`config.mk`:
```
export PLATFORM = sky130hd
export DESIGN_NAME = fetch
export DESIGN_NICKNAME = d
export VERILOG_FILES = /design/src/rtl/fetch.sv
export SDC_FILE = /design/constraint.sdc
export NUM_CORES = 1
export LEC_CHECK = 0
export ABC_AREA = 1
export CORE_MARGIN = 8
export CORE_UTILIZATION = 45
export CTS_CLUSTER_SIZE = 24
export DETAILED_ROUTE_END_ITERATION = 8
export GPL_TIMING_DRIVEN = 0
export PLACE_DENSITY = 0.87
export SLEW_MARGIN = 20
export SYNTH_ARGS = -nofsm -noshare
export SYNTH_HDL_FRONTEND = slang
export SYNTH_SLANG_ARGS = --single-unit
```
`constraint.sdc`:
```
create_clock -name clk -period 2.9 [get_ports clk]
set_input_delay 0.725 -clock clk [delete_from_list [all_inputs] [get_ports clk]]
set_output_delay 0.725 -clock clk [all_outputs]
set_load 0.05 [all_outputs]
```
`src/rtl/fetch.sv`:
```
// Instruction fetch stage for the multi-cycle CPU: waits ROM_LAT cycles on the ROM, then holds the fetched word for decode.
// Optional misaligned-fetch trap is enabled by defining FETCH_ALIGN_CHK_EN.
module fetch #(
    parameter logic [31:0] RESET_PC = 32'h0000_0000,
    parameter int          ROM_LAT  = 1
) (
    input  logic        clk,
    input  logic        reset,
    input  logic        IF_valid,
    input  logic        next_fetch,
    input  logic [32:0] jbr_bus,
    input  logic [31:0] inst,
    output logic [31:0] inst_addr,
    output logic        IF_over,
    output logic [63:0] IF_ID_bus,
    output logic [31:0] IF_pc,
    output logic        addr_err
);

    typedef enum logic [1:0] {
        IDLE = 2'd0,
        WAIT = 2'd1,
        DONE = 2'd2
    } state_t;

    // cnt counts the remaining ROM wait cycles; capture happens when it reaches zero
    localparam logic [1:0] CNT_LOAD = 2'(ROM_LAT - 1);

    state_t      state;
    state_t      state_next;
    logic [1:0]  cnt;
    logic [31:0] pc;
    logic [31:0] inst_r;
    logic [31:0] inst_cap;

    logic        capture;
    logic        pc_load;
    logic        cnt_load;
    logic        cnt_dec;
    logic        over_keep;

    always_ff @(posedge clk) begin
        if (reset) begin
            state <= IDLE;
        end else begin
            state <= state_next;
        end
    end

    // Dropping IF_valid always returns to IDLE, even if next_fetch is high
    always_comb begin
        state_next = state;
        if (!IF_valid) begin
            state_next = IDLE;
        end else begin
            case (state)
                IDLE:    state_next = WAIT;
                WAIT:    if (cnt == 2'd0) state_next = DONE;
                DONE:    if (next_fetch) state_next = WAIT;
                default: state_next = IDLE;
            endcase
        end
    end

    always_comb begin
        capture   = 1'b0;
        pc_load   = 1'b0;
        cnt_load  = 1'b0;
        cnt_dec   = 1'b0;
        over_keep = 1'b0;
        if (IF_valid) begin
            case (state)
                IDLE: begin
                    cnt_load = 1'b1;
                end
                WAIT: begin
                    if (cnt == 2'd0) begin
                        capture = 1'b1;
                    end else begin
                        cnt_dec = 1'b1;
                    end
                end
                DONE: begin
                    if (next_fetch) begin
                        pc_load  = 1'b1;
                        cnt_load = 1'b1;
                    end else begin
                        over_keep = 1'b1;
                    end
                end
                default: begin
                    capture = 1'b0;
                end
            endcase
        end
    end

`ifdef FETCH_ALIGN_CHK_EN
    logic misaligned;
    assign misaligned = (pc[1:0] != 2'b00);

    // A misaligned fetch is replaced by a NOP so decode never sees garbage
    always_comb begin
        inst_cap = misaligned ? 32'h0000_0000 : inst;
    end

    always_ff @(posedge clk) begin
        if (reset) begin
            addr_err <= 1'b0;
        end else if (capture && misaligned) begin
            addr_err <= 1'b1;
        end
    end
`else
    always_comb begin
        inst_cap = inst;
    end

    assign addr_err = 1'b0;
`endif

    always_ff @(posedge clk) begin
        if (reset) begin
            pc      <= RESET_PC;
            cnt     <= 2'd0;
            inst_r  <= 32'h0000_0000;
            IF_over <= 1'b0;
        end else begin
            IF_over <= capture | over_keep;
            if (!IF_valid) begin
                cnt <= 2'd0;
            end else if (cnt_load) begin
                cnt <= CNT_LOAD;
            end else if (cnt_dec) begin
                cnt <= cnt - 2'd1;
            end
            if (pc_load) begin
                pc <= jbr_bus[32] ? jbr_bus[31:0] : pc + 32'd4;
            end
            if (capture) begin
                inst_r <= inst_cap;
            end
        end
    end

    assign inst_addr = pc;
    assign IF_pc     = pc;
    assign IF_ID_bus = {pc, inst_r};

endmodule
```
==> key figures, run 1 <==
CTS
  – Cts hold-fix bufs: 0
  – Root Driver: clkbuf_8
  – Total CTS buffers: 9
  – CTS H-tree lvls: 3
  – Clk_lat worst skew: 350 ps
  – CTS tree: built
  – Postcts setup bufs: 0
  – Clock sink total: between 60 and 70
  – Worst-path clk slew: 80 ps
  – CTS resizes: 0
  – Max Root-Sink Buffers: 2

STA
  – Setup violators final: 0
  – Final worst path period need: roughly 2600 ps
  – Worst-Margin Slew: 606 ps
  – RSZ-0062 raised after global routing: false
  – Slew Limit Fails: 0
  – Worst slew margin: 0.596
  – Final period utilization: 0.890
  – Hold Slack: 445 ps
  – Hold Fails Final Rpt: 0
  – Setup TNS: 0 ps
  – Clock Skews: about 15 ps
  – Max Freq: between 300 and 400 MHz

Placement
  – Port Buffer Count: 196
  – DP Area: 6390 um2
  – RD Place Congestion: 0.890
  – HPWL after DPL: 12.2 mm

Critical path
  – CP Depth: 2
  – Critical path class: reg -> out
  – CP endpoint kind: output port
  – CP Launch Type: flop
  – Setup slack, reg-to-reg: 1140 ps
  – Cell Chain, Critical Path: buf_4, clkdlybuf4s50_1
  – Reg-to-reg startpoint: IF_pc[3]
  – Worst r2r dst: IF_pc[20]
  – Slowest stage delay, CP: around 800 ps
  – Top Family by Delay on Critical Path: buffers and inverters
  – CP required: approximately 2200 ps
  – Reg2Reg Depth: 10
  – WP buf/inv: 2
  – Max FO, Critical Path: 8
  – WP data arrival: 1860 ps
  – Crit path max-delay cell type: clkdlybuf4s50_1

Run
  – Max-cap viol count: 0

Drt
  – 1st-iter DRT viols: ~290
  – DRT met1 WL: 5.40 mm
  – Post-Route WL: 15.2 mm
  – WL/cell: 15.7 um
  – Total number of vias: 4756
  – DR pass1 iterations: 5
  – DR vias/cell: 4.94
  – Routed Antenna Nets: 0
  – Met3 WL: 2.05 mm
  – Residual DRC: 0
  – Routed wl met2: roughly 7.4 mm
  – Highest metal used: met4

Floorplanning
  – DIE AREA: between 10000 and 15000 um2
  – Rows: 35
  – Core Region: between 9000 and 10000 um2
  – Starting Density: 0.462
  – I/O pins: between 150 and 200
  – Chip width: approximately 110 um
  – Die Height: approximately 110 um

Finish
  – Share of cells above drive strength 1: 0.170
  – Diode count: 0
  – # nets final: 901
  – Final core utilization: 0.717
  – Syn-to-layout area delta: 55.3%
  – Fin area: 6630 um2

Yosys
  – Gate Count Post-Synth: around 620
  – Synth top area cells: dfxtp_1 32%, buf_4 11%, nand2_1 10%
  – Top-area cell type share of the netlist area: 0.324
  – Mean area per synthesized cell: 6.85 um2
  – Sequential fraction of the synthesis area: 0.324
  – Synth async-reset ratio: 0
  – Synth warnings: 0
  – #FFs+latches synth: 69
  – Mapped Nets: about 700
  – Synth Flop Type: dfxtp_1
  – Cell taking the most area after synthesis: dfxtp_1
  – Top cells by count, synth: 116 x nand2_1, 69 x dfxtp_1, 69 x inv_1
  – Unique cell type count in the Yosys netlist: 37
  – Cell Area, Synth: 4270 um2
  – Top-count cell post-synth: nand2_1
  – Post-synth EDFFs: 0

Power
  – Clock power share: 0.414
  – Sequential share of power: 0.426
  – P_leak: 2.47 nW
  – Pwr dens: 352 nW/um2
  – Net Sw Frac: 0.268
  – Sw power: 0.624 mW
  – Power, Total: 2.33 mW
  – Combinational power share: 0.160
  – Worst VDD drop: 0.290 mV
  – Pint: between 1.5 and 2 mW

Global routing
  – Total track usage: 0.233
  – GRT Residual Overflow: 0
  – Pin count of the biggest net entering global routing: 13
  – Initial antenna violation count: 0
  – Vias in the first global route: around 4900
  – Global-route wire length before repair: 24.3 mm

Worst hold path
  – Hold Startpoint: inst_r[29]
  – Hold WC Path Type: reg -> reg
  – WHS Path Cells: 2
  – Hold EP: inst_r[29]

Run status
  – Run status: completed
per-stage QoR:
stage	instances	setup WS, ps
floorplan	623	978
global placement	948	503
detailed placement	948	486
CTS	963	312
global route	963	274
finish	963	319
cells by family (layout without fill, tap and decap cells):
logic type / count (synthesis) / after routing / share of synthesized area
simple gates: 274 / 274 / 0.301
buf+inv: 161 / 372 / 0.217
compound gates: 116 / 116 / 0.151
flops: 69 / 69 / 0.324
fa+ha+maj: 2 / 2 / 0.00586
other cells: 1 / 1 / 0.000879
worst register-to-register path: stages (launching register included):
cell and delay [ps]:
dfxtp_1 460, ha_1 240, nand2_1 110, nor2_4 200
nand2_2 130, nor2_1 160, nand3_1 80, nand2_1 80
nand2_1 50, nand2_1 50, a21oi_1 50
worst max-delay path by stage:
stage	startpoint	endpoint	slack [ps]
3_3_place_gp	jbr_bus[32]	IF_pc[14]	500
3_5_place_dp	jbr_bus[32]	IF_pc[18]	490
5_1_grt	IF_pc[5]	inst_addr[5]	270
2_1_floorplan	IF_pc[3]	IF_pc[20]	980
4_1_cts	IF_pc[5]	IF_pc[5]	310
6_report	IF_pc[5]	inst_addr[5]	320
power by group through the flow:
stage | logic (mW) | clock network (mW) | registers [mW]
2_1_floorplan | 0.106 | 0 | 1.10
3_3_place_gp | 0.368 | 0 | 1.01
3_5_place_dp | 0.373 | 0 | 1.01
4_1_cts | 0.374 | 0.969 | 0.992
5_1_grt | 0.397 | 1.00 | 0.995
6_report | 0.373 | 0.966 | 0.992
registers in the layout, indices dropped and copies added, names as in the netlist:
register	flops
state	2
inst_r	32
cnt	2
IF_pc	32
IF_over	1
cell type report:
| type | instances | area [um2] |
|---|---|---|
| Sequential cell | 69 | 1380 |
| Multi-Input combinational cell | 393 | 1960 |
| Clock buffer | 9 | 124 |
| Clock inverter | 6 | 113 |
| Timing Repair Buffer | 196 | 1960 |
| Tap cell | 129 | 161 |
| Buffer | 90 | 661 |
| Fill cell | 751 | 2610 |
| Inverter | 71 | 267 |
placed cells by master (no fill, tap or decap), types with 3 or more instances in the layout:
master / count
clkbuf_1: 6
inv_1: 69
buf_2: 10
nand2_2: 14
nand3_1: 40
nor2_1: 68
nor2_4: 9
clkbuf_8: 12
nor2_2: 6
buf_4: 65
a21oi_2: 7
nor3_1: 7
nand4_1: 4
a31oi_1: 7
a21oi_1: 49
nor3_2: 3
bufinv_16: 3
clkdlybuf4s50_1: 196
o21ai_0: 41
o211ai_1: 5
nand2_1: 116
dfxtp_1: 69
a22oi_1: 3
buf_6: 4
per-layer routing:
metal / global-route usage / up-vias
li1: - / 2341
met1: 0.238 / 2147
met2: 0.415 / 246
met3: 0.101 / 22
met4: 0.0861 / 0
met5: 0 / -
Power figures use the tool's default switching activity.
==> inputs of run 2 (changes only) <==
Settings changed: CTS_BUF_LIST set to sky130_fd_sc_hd__clkbuf_16.
==> run 2 against run 1 <==
Effect of this change:
- design area up 1.5%
- core utilization up 1.1 points
- clock-buffer cell count unchanged
- cell count unchanged
- total power up 13%
- non-clock buffer count unchanged
- global-route usage up 0.095 points
- wire length up 0.69%
- critical path type unchanged
- highest routed layer unchanged
==> key figures, run 2 (synthesized netlist as in run 1, its figures left out) <==
Run status
  – Run status: completed

Placement
  – HPWL after DPL: 12.2 mm (unchanged)
  – RD Place Congestion: 0.890 (unchanged)
  – Port Buffer Count: 196 (unchanged)

Critical path
  – Max FO, Critical Path: 8 (unchanged)
  – WP buf/inv: 2 (unchanged)
  – CP required: 2170 ps (about the same)
  – Slowest stage delay, CP: 800 ps (about the same)
  – WP data arrival: 1840 ps (-20 ps)
  – Top Family by Delay on Critical Path: buffers and inverters
  – Critical path class: reg -> out
  – CP endpoint kind: output port
  – Crit path max-delay cell type: clkdlybuf4s50_1
  – Cell Chain, Critical Path: buf_4, clkdlybuf4s50_1
  – CP Launch Type: flop

Floorplanning
  – Rows: 35 (unchanged)
  – I/O pins: 199 (unchanged)
  – Chip width: 113 um (unchanged)
  – Core Region: 9240 um2 (unchanged)
  – DIE AREA: 12900 um2 (unchanged)
  – Die Height: 113 um (unchanged)
  – Starting Density: 0.462 (unchanged)

Drt
  – 1st-iter DRT viols: 311 (+8.4%)
  – WL/cell: 15.9 um (+0.69%)
  – Residual DRC: 0 (unchanged)
  – Total number of vias: 4812 (+1.2%)
  – DR vias/cell: 5.00 (+1.2%)
  – Routed Antenna Nets: 0 (unchanged)
  – DR pass1 iterations: 5 (unchanged)
  – Post-Route WL: 15.3 mm (+0.69%)

Global routing
  – GRT Residual Overflow: 0 (unchanged)
  – Global-route wire length before repair: 24.4 mm (+0.57%)
  – Pin count of the biggest net entering global routing: 13 (unchanged)
  – Vias in the first global route: 4946 (+1.0%)
  – Initial antenna violation count: 0 (unchanged)
  – Total track usage: 0.234 (+0.000954)

CTS
  – Postcts setup bufs: 0 (unchanged)
  – Root Driver: clkbuf_16
  – Clk_lat worst skew: 330 ps (-20 ps)
  – CTS tree: built
  – Worst-path clk slew: 60 ps (-20 ps)
  – Clock sink total: 69 (unchanged)
  – Cts hold-fix bufs: 0 (unchanged)
  – Total CTS buffers: 9 (unchanged)
  – CTS H-tree lvls: 3 (unchanged)
  – CTS resizes: 0 (unchanged)
  – Max Root-Sink Buffers: 2 (unchanged)

Power
  – Power, Total: 2.64 mW (+13%)
  – Pwr dens: 392 nW/um2 (+11%)
  – Worst VDD drop: 0.322 mV (+11%)
  – P_leak: 2.51 nW (+1.9%)

STA
  – Clock Skews: 9.21 ps (-5.57 ps)
  – Setup violators final: 0 (unchanged)
  – Final period utilization: 0.883 (-0.00701)
  – Worst slew margin: 0.587 (-0.00846)
  – Hold Fails Final Rpt: 0 (unchanged)
  – Max Freq: 391 MHz (+0.79%)
  – Worst-Margin Slew: 619 ps (+12.7 ps)
  – Setup TNS: 0 ps (unchanged)
  – RSZ-0062 raised after global routing: false
  – Final worst path period need: 2560 ps (-20.3 ps)
  – Slew Limit Fails: 0 (unchanged)

Finish
  – Share of cells above drive strength 1: 0.170 (unchanged)
  – # nets final: 901 (unchanged)
  – Most common cell after layout, fill and taps aside: clkdlybuf4s50_1
  – Syn-to-layout area delta: 57.7%
  – Most frequent cells in the layout: 196 x clkdlybuf4s50_1, 116 x nand2_1, 69 x dfxtp_1, 69 x inv_1, 68 x nor2_1
  – Diode count: 0 (unchanged)

Run
  – Max-cap viol count: 0 (unchanged)

Worst hold path
  – Hold WC Path Type: reg -> reg
## run 2: changes by cell type in the layout (fill, tap and decap cells not counted)
cell / change
clkbuf_16: +9
clkbuf_8: -9
## run 2: final timing paths
check | startpoint | to | slack, ps | depth (start not counted)
setup reg to reg | IF_pc[3] | IF_pc[20] | 1140 | 10
setup / recovery | IF_pc[5] | inst_addr[5] | 340 | 2
hold reg to reg | inst_r[25] | inst_r[25] | 450 | 2
hold / removal | inst_r[25] | inst_r[25] | 450 | 2
## run 2: layout make-up
| cell class | instances | area (um2) |
|---|---|---|
| fillers | 720 | 2510 |
| clock inverters | 6 | 113 |
| repair buffers | 196 | 1960 |
| inverters | 71 | 267 |
| flip-flops and latches | 69 | 1380 |
| plain buffers | 90 | 661 |
| clock buffers | 9 | 225 |
| well taps | 129 | 161 |
| multi-input cells | 393 | 1960 |
## run 2: per-layer routing
layer	global-route usage	up-vias	routed length (um)
met3	0.104	26	2120
met5	0	-	0
met4	0.0835	0	295
met2	0.418	261	7450
li1	-	2343	-
met1	0.238	2182	5410
## run 2: metrics by stage
step / hold WS (ps) / cells / area, um2 / worst slack (ps) / util
after detailed placement: 437 / 948 / 6390 / 486 / 0.692
after CTS: 448 / 963 / 6730 / 335 / 0.728
after global placement: 430 / 948 / 6390 / 503 / 0.692
after floorplan: 447 / 623 / 4270 / 978 / -
final: 447 / 963 / 6730 / 339 / 0.728
after global routing: 473 / 963 / 6730 / 298 / 0.728
## run 2: power breakdown
| part | switching (mW) | internal, mW | total (mW) |
|---|---|---|---|
| clock network | 0.435 | 0.837 | 1.27 |
| registers | 0.0190 | 0.975 | 0.994 |
| logic | 0.208 | 0.166 | 0.374 |
| total | 0.662 | 1.98 | 2.64 |
## run 2: worst reg2reg max path, stage by stage (launching register included)
cell and delay (ps):
dfxtp_1 450, ha_1 240, nand2_1 120, nor2_4 200, nand2_2 130, nor2_1 160
nand3_1 80, nand2_1 80, nand2_1 50, nand2_1 50, a21oi_1 50
==> inputs of run 3 (changes only) <==
Settings changed: CAP_MARGIN set to 20.
==> results of run 3 <==
Final layout, timing and power as in run 2 (identical DEF).
